**config.mk**
```make
export PLATFORM = sky130hd
export DESIGN_NAME = led_pattern_ctrl
export DESIGN_NICKNAME = d
export VERILOG_FILES = /design/src/rtl/led_pkg.sv /design/src/rtl/led_tick_gen.sv /design/src/rtl/led_pattern_ctrl.sv
export SDC_FILE = /design/constraint.sdc
export NUM_CORES = 1
export LEC_CHECK = 0
export ABC_AREA = 1
export CORE_MARGIN = 5
export CORE_UTILIZATION = 59
export DETAILED_ROUTE_END_ITERATION = 6
export PLACE_DENSITY = 0.8
export SLEW_MARGIN = 10
export SYNTH_ARGS = -nofsm -noshare
export SYNTH_HDL_FRONTEND = slang
export SYNTH_SLANG_ARGS = --single-unit
```
**constraint.sdc**
```tcl
create_clock -name i_clk -period 2.2 [get_ports i_clk]
set_input_delay 0.44 -clock i_clk [delete_from_list [all_inputs] [get_ports i_clk]]
set_output_delay 0.44 -clock i_clk [all_outputs]
set_load 0.01 [all_outputs]
```
**src/rtl/led_pkg.sv**
```systemverilog
// Shared definitions for the LED pattern controller: mode codes, pattern
// seeds, controller FSM states and the LED bar width.
package led_pkg;

  localparam int unsigned LED_W = 8;

  typedef enum logic [1:0] {
    MODE_SCAN   = 2'd0,
    MODE_ROTATE = 2'd1,
    MODE_FILL   = 2'd2,
    MODE_BLINK  = 2'd3
  } mode_t;

  typedef enum logic [1:0] {
    ST_RUN    = 2'd0,
    ST_PAUSED = 2'd1,
    ST_LOAD   = 2'd2
  } state_t;

  localparam logic [LED_W-1:0] SEED_SCAN   = 8'h01;
  localparam logic [LED_W-1:0] SEED_ROTATE = 8'h01;
  localparam logic [LED_W-1:0] SEED_FILL   = 8'h00;
  localparam logic [LED_W-1:0] SEED_BLINK  = 8'h55;

  // Starting LED pattern for a mode.
  function automatic logic [LED_W-1:0] mode_seed(input mode_t m);
    logic [LED_W-1:0] s;
    case (m)
      MODE_SCAN:   s = SEED_SCAN;
      MODE_ROTATE: s = SEED_ROTATE;
      MODE_FILL:   s = SEED_FILL;
      MODE_BLINK:  s = SEED_BLINK;
      default:     s = SEED_SCAN;
    endcase
    return s;
  endfunction

endpackage

```
**src/rtl/led_tick_gen.sv**
```systemverilog
// Programmable step prescaler. Counts while enabled and pulses tick
// (combinationally) in the cycle the count reaches the limit, which is the
// all-ones value shifted right by div; period is therefore limit+1 cycles.
module led_tick_gen #(
  parameter int unsigned CTR_WIDTH = 20
) (
  input  logic       i_clk,
  input  logic       i_rst,
  input  logic       en,
  input  logic       clr,
  input  logic [3:0] div,
  output logic       tick
);

  localparam logic [CTR_WIDTH-1:0] CTR_ALL1 = '1;

  logic [CTR_WIDTH-1:0] ctr;
  logic [CTR_WIDTH-1:0] limit;

  // Wrap limit for the selected divider.
  always_comb begin
    limit = CTR_ALL1 >> div;
  end

  assign tick = en && (ctr == limit);

  // Counter: clears on clr, advances only when enabled, wraps at the limit.
  always_ff @(posedge i_clk or posedge i_rst) begin
    if (i_rst) begin
      ctr <= '0;
    end else if (clr) begin
      ctr <= '0;
    end else if (en) begin
      if (ctr == limit) begin
        ctr <= '0;
      end else begin
        ctr <= ctr + 1'b1;
      end
    end
  end

endmodule

```
**src/rtl/led_pattern_ctrl.sv**
```systemverilog
// LED bar animation controller: run/pause/load FSM, pattern step datapath
// and a valid/ready command port selecting mode and speed at runtime.
module led_pattern_ctrl #(
  parameter int unsigned CTR_WIDTH    = 20,
  parameter int unsigned DEFAULT_MODE = 0
) (
  input  logic       i_clk,
  input  logic       i_rst,
  input  logic       i_cmd_valid,
  output logic       o_cmd_ready,
  input  logic [1:0] i_cmd_mode,
  input  logic [3:0] i_cmd_div,
  input  logic       i_pause,
  output logic [7:0] led,
  output logic       o_tick,
  output logic [1:0] o_mode
);

  import led_pkg::*;

  localparam mode_t RST_MODE = mode_t'(2'(DEFAULT_MODE));

  state_t     state;
  state_t     state_nxt;
  mode_t      mode_q;
  mode_t      pend_mode;
  logic [3:0] div_q;
  logic [3:0] pend_div;
  logic [3:0] div_clamped;
  logic       dir_q;
  logic       accept;
  logic       tick;
  logic [7:0] step_led;
  logic       step_dir;

  assign accept = i_cmd_valid & o_cmd_ready;
  assign o_mode = mode_q;

  led_tick_gen #(
    .CTR_WIDTH(CTR_WIDTH)
  ) u_tick_gen (
    .i_clk(i_clk),
    .i_rst(i_rst),
    .en   (state == ST_RUN),
    .clr  (state == ST_LOAD),
    .div  (div_q),
    .tick (tick)
  );

  // Limit the requested divider so the period never drops below 2 cycles.
  always_comb begin
    div_clamped = i_cmd_div;
    if (32'(i_cmd_div) > CTR_WIDTH - 1) begin
      div_clamped = 4'(CTR_WIDTH - 1);
    end
  end

  // Next LED value and scan direction for the active mode.
  always_comb begin
    step_led = led;
    step_dir = dir_q;
    case (mode_q)
      MODE_SCAN: begin
        if (!dir_q) begin
          if (led[7]) begin
            step_dir = 1'b1;
            step_led = led >> 1;
          end else begin
            step_led = led << 1;
          end
        end else begin
          if (led[0]) begin
            step_dir = 1'b0;
            step_led = led << 1;
          end else begin
            step_led = led >> 1;
          end
        end
      end
      MODE_ROTATE: step_led = {led[6:0], led[7]};
      MODE_FILL:   step_led = (led == 8'hFF) ? 8'h00 : {led[6:0], 1'b1};
      MODE_BLINK:  step_led = ~led;
      default:     step_led = led;
    endcase
  end

  // FSM next state: a command always wins; LOAD lasts one cycle.
  always_comb begin
    state_nxt = state;
    case (state)
      ST_RUN: begin
        if (accept)       state_nxt = ST_LOAD;
        else if (i_pause) state_nxt = ST_PAUSED;
      end
      ST_PAUSED: begin
        if (accept)        state_nxt = ST_LOAD;
        else if (!i_pause) state_nxt = ST_RUN;
      end
      ST_LOAD: state_nxt = i_pause ? ST_PAUSED : ST_RUN;
      default: state_nxt = ST_RUN;
    endcase
  end

  // FSM state register.
  always_ff @(posedge i_clk or posedge i_rst) begin
    if (i_rst) begin
      state <= ST_RUN;
    end else begin
      state <= state_nxt;
    end
  end

  // Datapath: capture commands, apply them in LOAD, otherwise step on tick.
  // The command is parked in pend_* on accept so o_mode and led both switch
  // together at the LOAD edge; an accept masks a coincident tick.
  always_ff @(posedge i_clk or posedge i_rst) begin
    if (i_rst) begin
      led         <= mode_seed(RST_MODE);
      mode_q      <= RST_MODE;
      pend_mode   <= RST_MODE;
      div_q       <= '0;
      pend_div    <= '0;
      dir_q       <= 1'b0;
      o_tick      <= 1'b0;
      o_cmd_ready <= 1'b0;
    end else begin
      o_cmd_ready <= (state_nxt != ST_LOAD);
      o_tick      <= 1'b0;
      if (accept) begin
        pend_mode <= mode_t'(i_cmd_mode);
        pend_div  <= div_clamped;
      end
      if (state == ST_LOAD) begin
        mode_q <= pend_mode;
        div_q  <= pend_div;
        led    <= mode_seed(pend_mode);
        dir_q  <= 1'b0;
      end else if (!accept && tick) begin
        led    <= step_led;
        dir_q  <= step_dir;
        o_tick <= 1'b1;
      end
    end
  end

endmodule

```
==> impl_metrics.csv <==
group,metric,value,unit
final_layout,nFillCells,400,
pwr,ir_drop,0.563,mV
final_layout,final_cells,534,
logic_synthesis,synth_edf_count,0,
final_layout,regArea,1130,sq um
floorplanning,io_pins,22,
logic_synthesis,seq_area_frac_synth,38.7,%
clock_tree,clock-root-buffer,"clkbuf_8",
pwr,pwr_density_cell,872,nW/um^2
sta,setup_viol,0,
drt,vias,2920,
grt,grt_pass1_wl,12.4,mm
critical_path,crit_type,"flop to flop",
clock_tree,cts.sinks,45,
final_layout,drive_gt1_share,10.3,%
sta,whs,0.410,ns
pwr,power.internal,1.77,mW
logic_synthesis,synthFlopType,"dfrtp_1",
clock_tree,cts_made_buffers,5,
critical_path,path_max_fanout,7,
clock_tree,clock_path_buffers,2,
pwr,pwr-share-comb,38.6,%
drt,firstDrtPassIters,5,
place,post-dp-hpwl,5.57,mm
pwr,p_clk_share,22.6,%
drt,wire_per_inst,13.6,microns
grt,grt_max_degree,18,
final_layout,multi_input_area,1530,sq um
logic_synthesis,yosys_warnings,0,
pwr,switching_share,40.4,%
place,placed_area,3280,sq um
sta,fin_ws,0.175,ns
critical_path,critPathCaptureType,"flop",
drt,wirelength,7.26,mm
clock_tree,htree_levels,2,
sta,rsz0062_at_grt,"no",
flow_run,max_cap_viol_count,0,
final_layout,final_util,71.6,%
sta,fin_skew,0.0186,ns
critical_path,arrival,2.22,ns
status,outcome,"completed",
critical_path,critical-path-max-stage-delay,0.48,ns
critical_path,path_buf_inv,1,
drt,vias_per_cell,5.47,
drt,drc,0,
logic_synthesis,syn_nets,438,
place,dpl_worst_slack,-0.0523,ns
critical_path,crit_chain,"nand2_2, buf_4, o21ai_2, nand2_1, a21oi_1, nand3_1, nor2_1, nand3_1, nand3_1, o21ai_0",
sta,slew_headroom,60.7,%
final_layout,antenna-diode-count,0,
sta,fmax,0.494,GHz
place,portBuffers,21,
logic_synthesis,synth_common_cells,"159 x nand2_1, 50 x inv_1, 44 x dfrtp_1",
logic_synthesis,synth.avg_cell_area,6.83,sq um
critical_path,crit_path_top_delay_cell,"dfrtp_1",
final_layout,fin_area,3400,sq um
floorplanning,core_area,4750,sq um
pwr,power.switching,1.20,mW
final_layout,finalNetCount,477,
logic_synthesis,yosys.area.top_type_share,37.8,%
sta,tightest_slew,0.590,ns
logic_synthesis,async_reset_ff_share,100,%
logic_synthesis,yosysMostFrequentCell,"nand2_1",
floorplanning,fp-row-count,25,
place,dp.cells,526,
worst_hold_path,min_path_type,"input port to async pin",
floorplanning,chipHeight,80.3,microns
floorplanning,die_w,80.3,microns
sta,final.period_utilization,92.0,%
sta,tns,0,ns
drt,drt_iter0_markers,230,
critical_path,crit_path_frequent_cell,"nand3_1",
pwr,p_leak,1.61,nW
place,gp_congestion,0.984,
clock_tree,cts_tree,"done",
final_layout,area_growth_syn_to_layout,16.8,%
logic_synthesis,yosysTopAreaCell,"dfrtp_1",
critical_path,startpoint_type,"flop",
logic_synthesis,syn-instance-count,427,
logic_synthesis,synth.area.top_cells,"dfrtp_1 38%, nand2_1 20%, inv_1 6.4%",
clock_tree,clk_pin_slew,0.10,ns
sta,fin_crit,2.02,ns
logic_synthesis,netlist_area,2920,sq um
floorplanning,start_util,61.3,%
sta,hold_viol,0,
grt,grt_usage,24.7,%
critical_path,cp.required,2.40,ns
sta,drv_slew,0,
grt,grt_pass1_vias,2653,
pwr,pwr-share-seq,38.8,%
critical_path,crit_family,"simple AND/OR/NAND/NOR gates",
grt,grt_overflow,0,
pwr,power,2.97,mW
grt,antenna_found_initial,0,
floorplanning,dieArea,6450,sq um
clock_tree,insertion_delay,0.32,ns
logic_synthesis,yosysUniqueCellTypes,43,
logic_synthesis,ys_ff_latch,45,
drt,postRouteAntennaNets,0,
-- layer usage --
metal	vias to the layer above	share of wire, %	track usage (%)
met2	116	45	37.7
met4	0	1.3	7.77
met5	-	0	0
li1	1450	-	-
met1	1344	47	35.2
met3	10	7.3	4.60
-- cell usage in the layout, fill, tap and decap left out, types with 2 or more instances in the layout --
cell,instances
clkdlybuf4s50_1,21
a21oi_1,14
o21ai_0,37
clkbuf_8,5
nor2_1,28
dfrtp_1,43
nand2_1,159
nand3_2,2
inv_1,49
o21ai_1,2
nand4_1,7
nand3_1,31
inv_2,2
a31oi_1,2
nor4_1,2
buf_4,18
nor3_1,5
nor2_2,2
nor2_4,3
nand3b_1,2
xor2_1,6
o21ai_2,4
-- state kept, by name (all words and copies together) (netlist names) --
register,count
u_tick_gen.ctr,20
state,2
o_cmd_ready,1
dir_q,1
pend_mode,2
o_mode,2
pend_div,4
led,8
div_q,4
o_tick,1
-- what timing repair did --
action | in CTS | in global routing
gates resized for setup | 1 | 2
setup endpoints to repair | 1 | 4
setup buffers | 0 | 0
gates cloned | 0 | 0
hold buffers | 0 | 0
pin swaps | 0 | 0
-- power by group through the flow --
stage / clock network (mW) / logic (mW) / registers, mW
3_5_place_dp: 0 / 1.13 / 1.16
3_3_place_gp: 0 / 1.12 / 1.16
2_1_floorplan: 0 / 0.802 / 1.13
4_1_cts: 0.685 / 1.14 / 1.15
5_1_grt: 0.717 / 1.30 / 1.18
6_report: 0.670 / 1.15 / 1.15
-- worst reg2reg max path, stage by stage (launching register included) --
cell     delay (ns)
dfrtp_1        0.48
nand2_2        0.12
buf_4          0.16
o21ai_2        0.13
nand2_1        0.10
a21oi_1        0.18
nand3_1        0.09
nor2_1         0.11
nand3_1        0.27
nand3_1        0.18
o21ai_0        0.09
-- layout make-up --
| class | count | share of cell area (%) |
|---|---|---|
| clock inverters | 3 | 1.43 |
| inverters | 52 | 5.73 |
| flip-flops and latches | 45 | 33.1 |
| multi-input cells | 323 | 45.1 |
| repair buffers | 39 | 10.1 |
| well taps | 67 | 2.46 |
| clock buffers | 5 | 2.02 |
-- path summary, 6_finish.rpt --
kind	start	end	slack (ns)	cells past startpoint
worst min-delay path	i_rst	pend_div[2]	0.41	2
min in group i_clk	pend_div[0]	pend_div[0]	0.49	2
max in group asynchronous	i_rst	u_tick_gen.ctr[2]	1.23	3
worst max register to register	div_q[2]	u_tick_gen.ctr[9]	0.18	10
worst max-delay path	div_q[2]	u_tick_gen.ctr[9]	0.18	10
worst min register to register	pend_div[0]	pend_div[0]	0.49	2
-- logic make-up after synthesis --
| kind of cell | Yosys count | synth area share (%) |
|---|---|---|
| and+or+nand+nor | 248 | 37.1 |
| adders and majority gates | 1 | 0.429 |
| xor gates and xnor gates | 6 | 1.80 |
| AOI/OAI and AO/OA | 68 | 13.0 |
| buffers and inverters | 59 | 8.93 |
| DFF | 45 | 38.7 |
No activity file was read; power rests on OpenSTA's default activity.
==> RTL edit 1, RTL diff (config.mk and constraints unchanged) <==
Re-encode `state_t` (3 states) as one-hot, 3 bits wide.
--- a/src/rtl/led_pkg.sv
+++ b/src/rtl/led_pkg.sv
@@ -11,10 +11,10 @@
     MODE_BLINK  = 2'd3
   } mode_t;
 
-  typedef enum logic [1:0] {
-    ST_RUN    = 2'd0,
-    ST_PAUSED = 2'd1,
-    ST_LOAD   = 2'd2
+  typedef enum logic [2:0] {
+    ST_RUN    = 3'b001,
+    ST_PAUSED = 3'b010,
+    ST_LOAD   = 3'b100
   } state_t;
 
   localparam logic [LED_W-1:0] SEED_SCAN   = 8'h01;
Behaviour: no difference found for any inputs over 10 cycles, from zero or initial values and one cycle with i_rst high; not proved beyond that.
==> RTL edit 1 against the unedited design <==
- design area decreased by 0.66%
- power increased by 17%
- wire length increased by 7.6%
- synthesized area increased by 1.3%
- worst setup slack improved by 32 ps
- maximum frequency increased by 1.6%
- global-route usage increased by 1.2 points
- largest cell class unchanged
- sequential cell count increased by 1
- critical path type unchanged
- synthesized cell count increased by 1.2%
- non-clock buffer count decreased by 10
- critical endpoint is now u_tick_gen.ctr[18]
==> RTL edit 1: results (changes against the unedited design) <==
| Metric | Value |
|---|---|
| Status | `finished clean (unchanged)` |
| Max incr delay on CP | `410 ps (was 480 ps)` |
| M3 GR Usage | `0.0532 (was 0.0460)` |
| Final HPWL DP | `5870 microns (was 5570 microns)` |
| Max IR drop VDD | `0.713 mV (was 0.563 mV)` |
| FF-to-FF setup slack | `210 ps (was 180 ps)` |
| Largest net degree at the start of global routing | `29 (was 18)` |
| Kind of cell adding the most delay to the critical path | `simple AND/OR/NAND/NOR gates (unchanged)` |
| Final hold slack | `466 ps (was 410 ps)` |
| DR pass1 iterations | `6 (was 5)` |
| Initial drt markers | `457 (was 230)` |
| Met1 WL | `3420 microns (was 3400 microns)` |
| GPL Wtd Cong | `0.974 (was 0.984)` |
| Drt total wl | `7810 microns (was 7260 microns)` |
| Worst relative slew slack | `0.682 (was 0.607)` |
| CP Max Fanout | `6 (was 7)` |
| First-pass GRT wire length | `13100 microns (was 12400 microns)` |
| Tmin final | `1990 ps (was 2020 ps)` |
| GR Util met1 | `0.361 (was 0.352)` |
| Area after DPL | `0.00327 sq mm (was 0.00328 sq mm)` |
| Net Count, Synth | `443 (was 438)` |
| Worst-case clock skew | `8.34 ps (was 18.6 ps)` |
| Longest Clk Path Bufs | `2 (unchanged)` |
| Leakage power | `1.57 nW (was 1.61 nW)` |
| R2R cell count | `10 (unchanged)` |
| Non-filler cells, final | `528 (was 534)` |
| Grt met2 use | `0.402 (was 0.377)` |
| Adder-cell area share of the yosys netlist | `0.00424 (was 0.00429)` |
| Synth top area cells | `dfrtp_1 (37%), nand2_1 (21%), inv_1 (5.0%) (was dfrtp_1 (38%), nand2_1 (20%), inv_1 (6.4%))` |
| Crit path DAT | `2190 ps (was 2220 ps)` |
| Most used DFF post-synth | `dfrtp_1 (unchanged)` |
| Worst r2r src | `u_tick_gen.ctr[0] (was div_q[2])` |
| FILL cells | `427 (was 400)` |
| Met3 wire length | `685 microns (was 530 microns)` |
| Place WS | `180 ps (was -52.3 ps)` |
| Seq/Total Area, Yosys | `0.391 (was 0.387)` |
| FF-to-FF End | `u_tick_gen.ctr[18] (was u_tick_gen.ctr[9])` |
| Vias per inst | `5.70 (was 5.47)` |
| WL met2 | `3540 microns (was 3240 microns)` |
| Post-synthesis cell type count | `35 (was 43)` |
| Syn Inst Count | `432 (was 427)` |
| Share of cells above drive strength 1 | `0.0998 (was 0.103)` |
| Compound-cell area share of the yosys netlist | `0.107 (was 0.130)` |
| Total global routing track utilization | `0.259 (was 0.247)` |
| Vias in the first global route | `2781 (was 2653)` |
| Ys async rst share | `1.00 (unchanged)` |
| Synth top cells by count | `nand2_1 (166), dfrtp_1 (44), inv_1 (39) (was nand2_1 (159), inv_1 (50), dfrtp_1 (44))` |
| Nets | `471 (was 477)` |
| Xor/xnor share of the synthesized area | `0.0267 (was 0.0180)` |
## RTL edit 1: cell types whose count changed after synthesis, moves of 3 or more
cell      before  now
nand3_1       31   28
nand3b_1       2    7
inv_1         50   39
nor3_2         1    5
a21oi_1       15   10
o21ai_1        2   18
nor2_4         3    0
o21ai_2        4    1
nand4_1        7   12
xnor2_1        0    3
nand2_1      159  166
o21ai_0       37   17
inv_2          1   11
## RTL edit 1: final cells by class
class                           count  area (sq um)  share of cell area
Multi-Input combinational cell    328          1570               0.463
Sequential cell                    46          1150               0.341
Timing Repair Buffer               29           283              0.0836
Inverter                           50           188              0.0555
Tap cell                           67          83.8              0.0248
Clock buffer                        5          68.8              0.0203
Clock inverter                      3          40.0              0.0118
## RTL edit 1: power by group
part           switching, mW  internal (mW)
Clock                  0.292          0.334
Combinational           1.04          0.539
Sequential             0.226           1.05
Total                   1.56           1.92
## RTL edit 1: repair_timing
item,CTS,global route
hold buffers,0,0
gates resized for setup,0,1
hold endpoints to repair,0,0
setup endpoints to repair,0,2
==> RTL edit 2, RTL diff (same settings) <==
Made on the original files. `CTR_WIDTH` is set to 20 in 2 places; all go to 24.
--- a/src/rtl/led_tick_gen.sv
+++ b/src/rtl/led_tick_gen.sv
@@ -2,7 +2,7 @@
 // (combinationally) in the cycle the count reaches the limit, which is the
 // all-ones value shifted right by div; period is therefore limit+1 cycles.
 module led_tick_gen #(
-  parameter int unsigned CTR_WIDTH = 20
+  parameter int unsigned CTR_WIDTH = 24
 ) (
   input  logic       i_clk,
   input  logic       i_rst,
--- a/src/rtl/led_pattern_ctrl.sv
+++ b/src/rtl/led_pattern_ctrl.sv
@@ -1,7 +1,7 @@
 // LED bar animation controller: run/pause/load FSM, pattern step datapath
 // and a valid/ready command port selecting mode and speed at runtime.
 module led_pattern_ctrl #(
-  parameter int unsigned CTR_WIDTH    = 20,
+  parameter int unsigned CTR_WIDTH    = 24,
   parameter int unsigned DEFAULT_MODE = 0
 ) (
   input  logic       i_clk,
Behaviour: same outputs for any inputs over 10 cycles, from zero or initial values and one cycle with i_rst high; that may be too few to reach the edited logic, so the function may still have changed.
==> RTL edit 2 against the unedited design <==
- synthesized area rose by 6.1%
- combinational power fell by 5%
- worst setup slack improved by 29 ps
- clock power rose by 14%
- power rose by 4.6%
- sequential cell count rose by 4
- design area rose by 3.9%
- largest cell class unchanged
- wire length rose by 5.6%
- count of clock-buffer cells in the layout did not move
- non-clock buffer count fell by 11
==> RTL edit 2: results (changes against the unedited design) <==
| Metric | Value |
|---|---|
| Largest net degree at the start of global routing | `22 (was 18)` |
| First-pass GRT wire length | `13000 microns (was 12400 microns)` |
| Net Count, Synth | `443 (was 438)` |
| Status | `finished clean (unchanged)` |
| Vias | `2994 (was 2920)` |
| Synth top area cells | `dfrtp_1 (39%), nand2_1 (17%), inv_1 (5.8%) (was dfrtp_1 (38%), nand2_1 (20%), inv_1 (6.4%))` |
| Max incr delay on CP | `390 ps (was 480 ps)` |
| Share of cells above drive strength 1 | `0.100 (was 0.103)` |
| Post-synthesis cell type count | `40 (was 43)` |
| Biggest regs | `u_tick_gen.ctr: 24 flops, led: 8 flops (was u_tick_gen.ctr: 20 flops, led: 8 flops)` |
| Total global routing track utilization | `0.252 (was 0.247)` |
| Clk pwr share | `0.247 (was 0.226)` |
| Routed WL per cell | `14.5 microns (was 13.6 microns)` |
| Number of non-clock buffers | `28 (was 39)` |
| # resized after CTS | `0 (was 1)` |
| Signal buf overhead | `0.0778 (was 0.101)` |
| Seq/Total Area, Yosys | `0.397 (was 0.387)` |
| GPL Wtd Cong | `0.923 (was 0.984)` |
| Syn Inst Count | `432 (was 427)` |
| Compound-cell area share of the yosys netlist | `0.134 (was 0.130)` |
| Worst-case clock skew | `5.55 ps (was 18.6 ps)` |
| Nets | `470 (was 477)` |
| Fraction of area in multi-input gates | `0.455 (was 0.451)` |
| Place WS | `198 ps (was -52.3 ps)` |
| Area after DPL | `0.00337 sq mm (was 0.00328 sq mm)` |
| Core area | `0.00511 sq mm (was 0.00475 sq mm)` |
| Leakage power | `1.61 nW (about the same)` |
| Fraction of area in registers | `0.347 (was 0.331)` |
| Crit path DAT | `2170 ps (was 2220 ps)` |
| Comb_multi_in | `321 (was 323)` |
| Initial drt markers | `363 (was 230)` |
| Net load switching power | `1.19 mW (was 1.20 mW)` |
| Total CTS buffers | `5 (unchanged)` |
| Final HPWL DP | `5710 microns (was 5570 microns)` |
| Clock buf/inv share | `0.0378 (was 0.0345)` |
| Dpl cells | `520 (was 526)` |
| Clock net power | `0.766 mW (was 0.670 mW)` |
| Cell area after layout | `0.00354 sq mm (was 0.00340 sq mm)` |
| FILL cells | `457 (was 400)` |
| Vias in the first global route | `2748 (was 2653)` |
| Slew @ Worst Pin | `546 ps (was 590 ps)` |
==> RTL edit 2: changes by cell type in the layout (fill, tap and decap cells not counted), sizes merged, moves of 11 or more <==
cell,delta
nand2,-17
o22ai,+12
buf,-11
nor2,+11
o21ai,-11
==> RTL edit 2: final timing paths <==
kind                                    from                 end  slack (ps)  cells after the start
hold reg to reg                  pend_div[3]         pend_div[3]         500                      2
max in group asynchronous              i_rst            state[0]        1140                      3
setup reg to reg           u_tick_gen.ctr[0]  u_tick_gen.ctr[10]         200                     11
hold / removal                         i_rst               dir_q         420                      2
min in group i_clk               pend_div[3]         pend_div[3]         500                      2
setup / recovery           u_tick_gen.ctr[0]  u_tick_gen.ctr[10]         200                     11
==> RTL edit 2: metal layers <==
layer  up-vias  GRT usage  share of wire
li1       1465          -              -
met4         0     0.0615          0.012
met5         -          0              0
met2       163      0.381           0.44
met1      1354      0.378           0.46
met3        12     0.0390          0.092
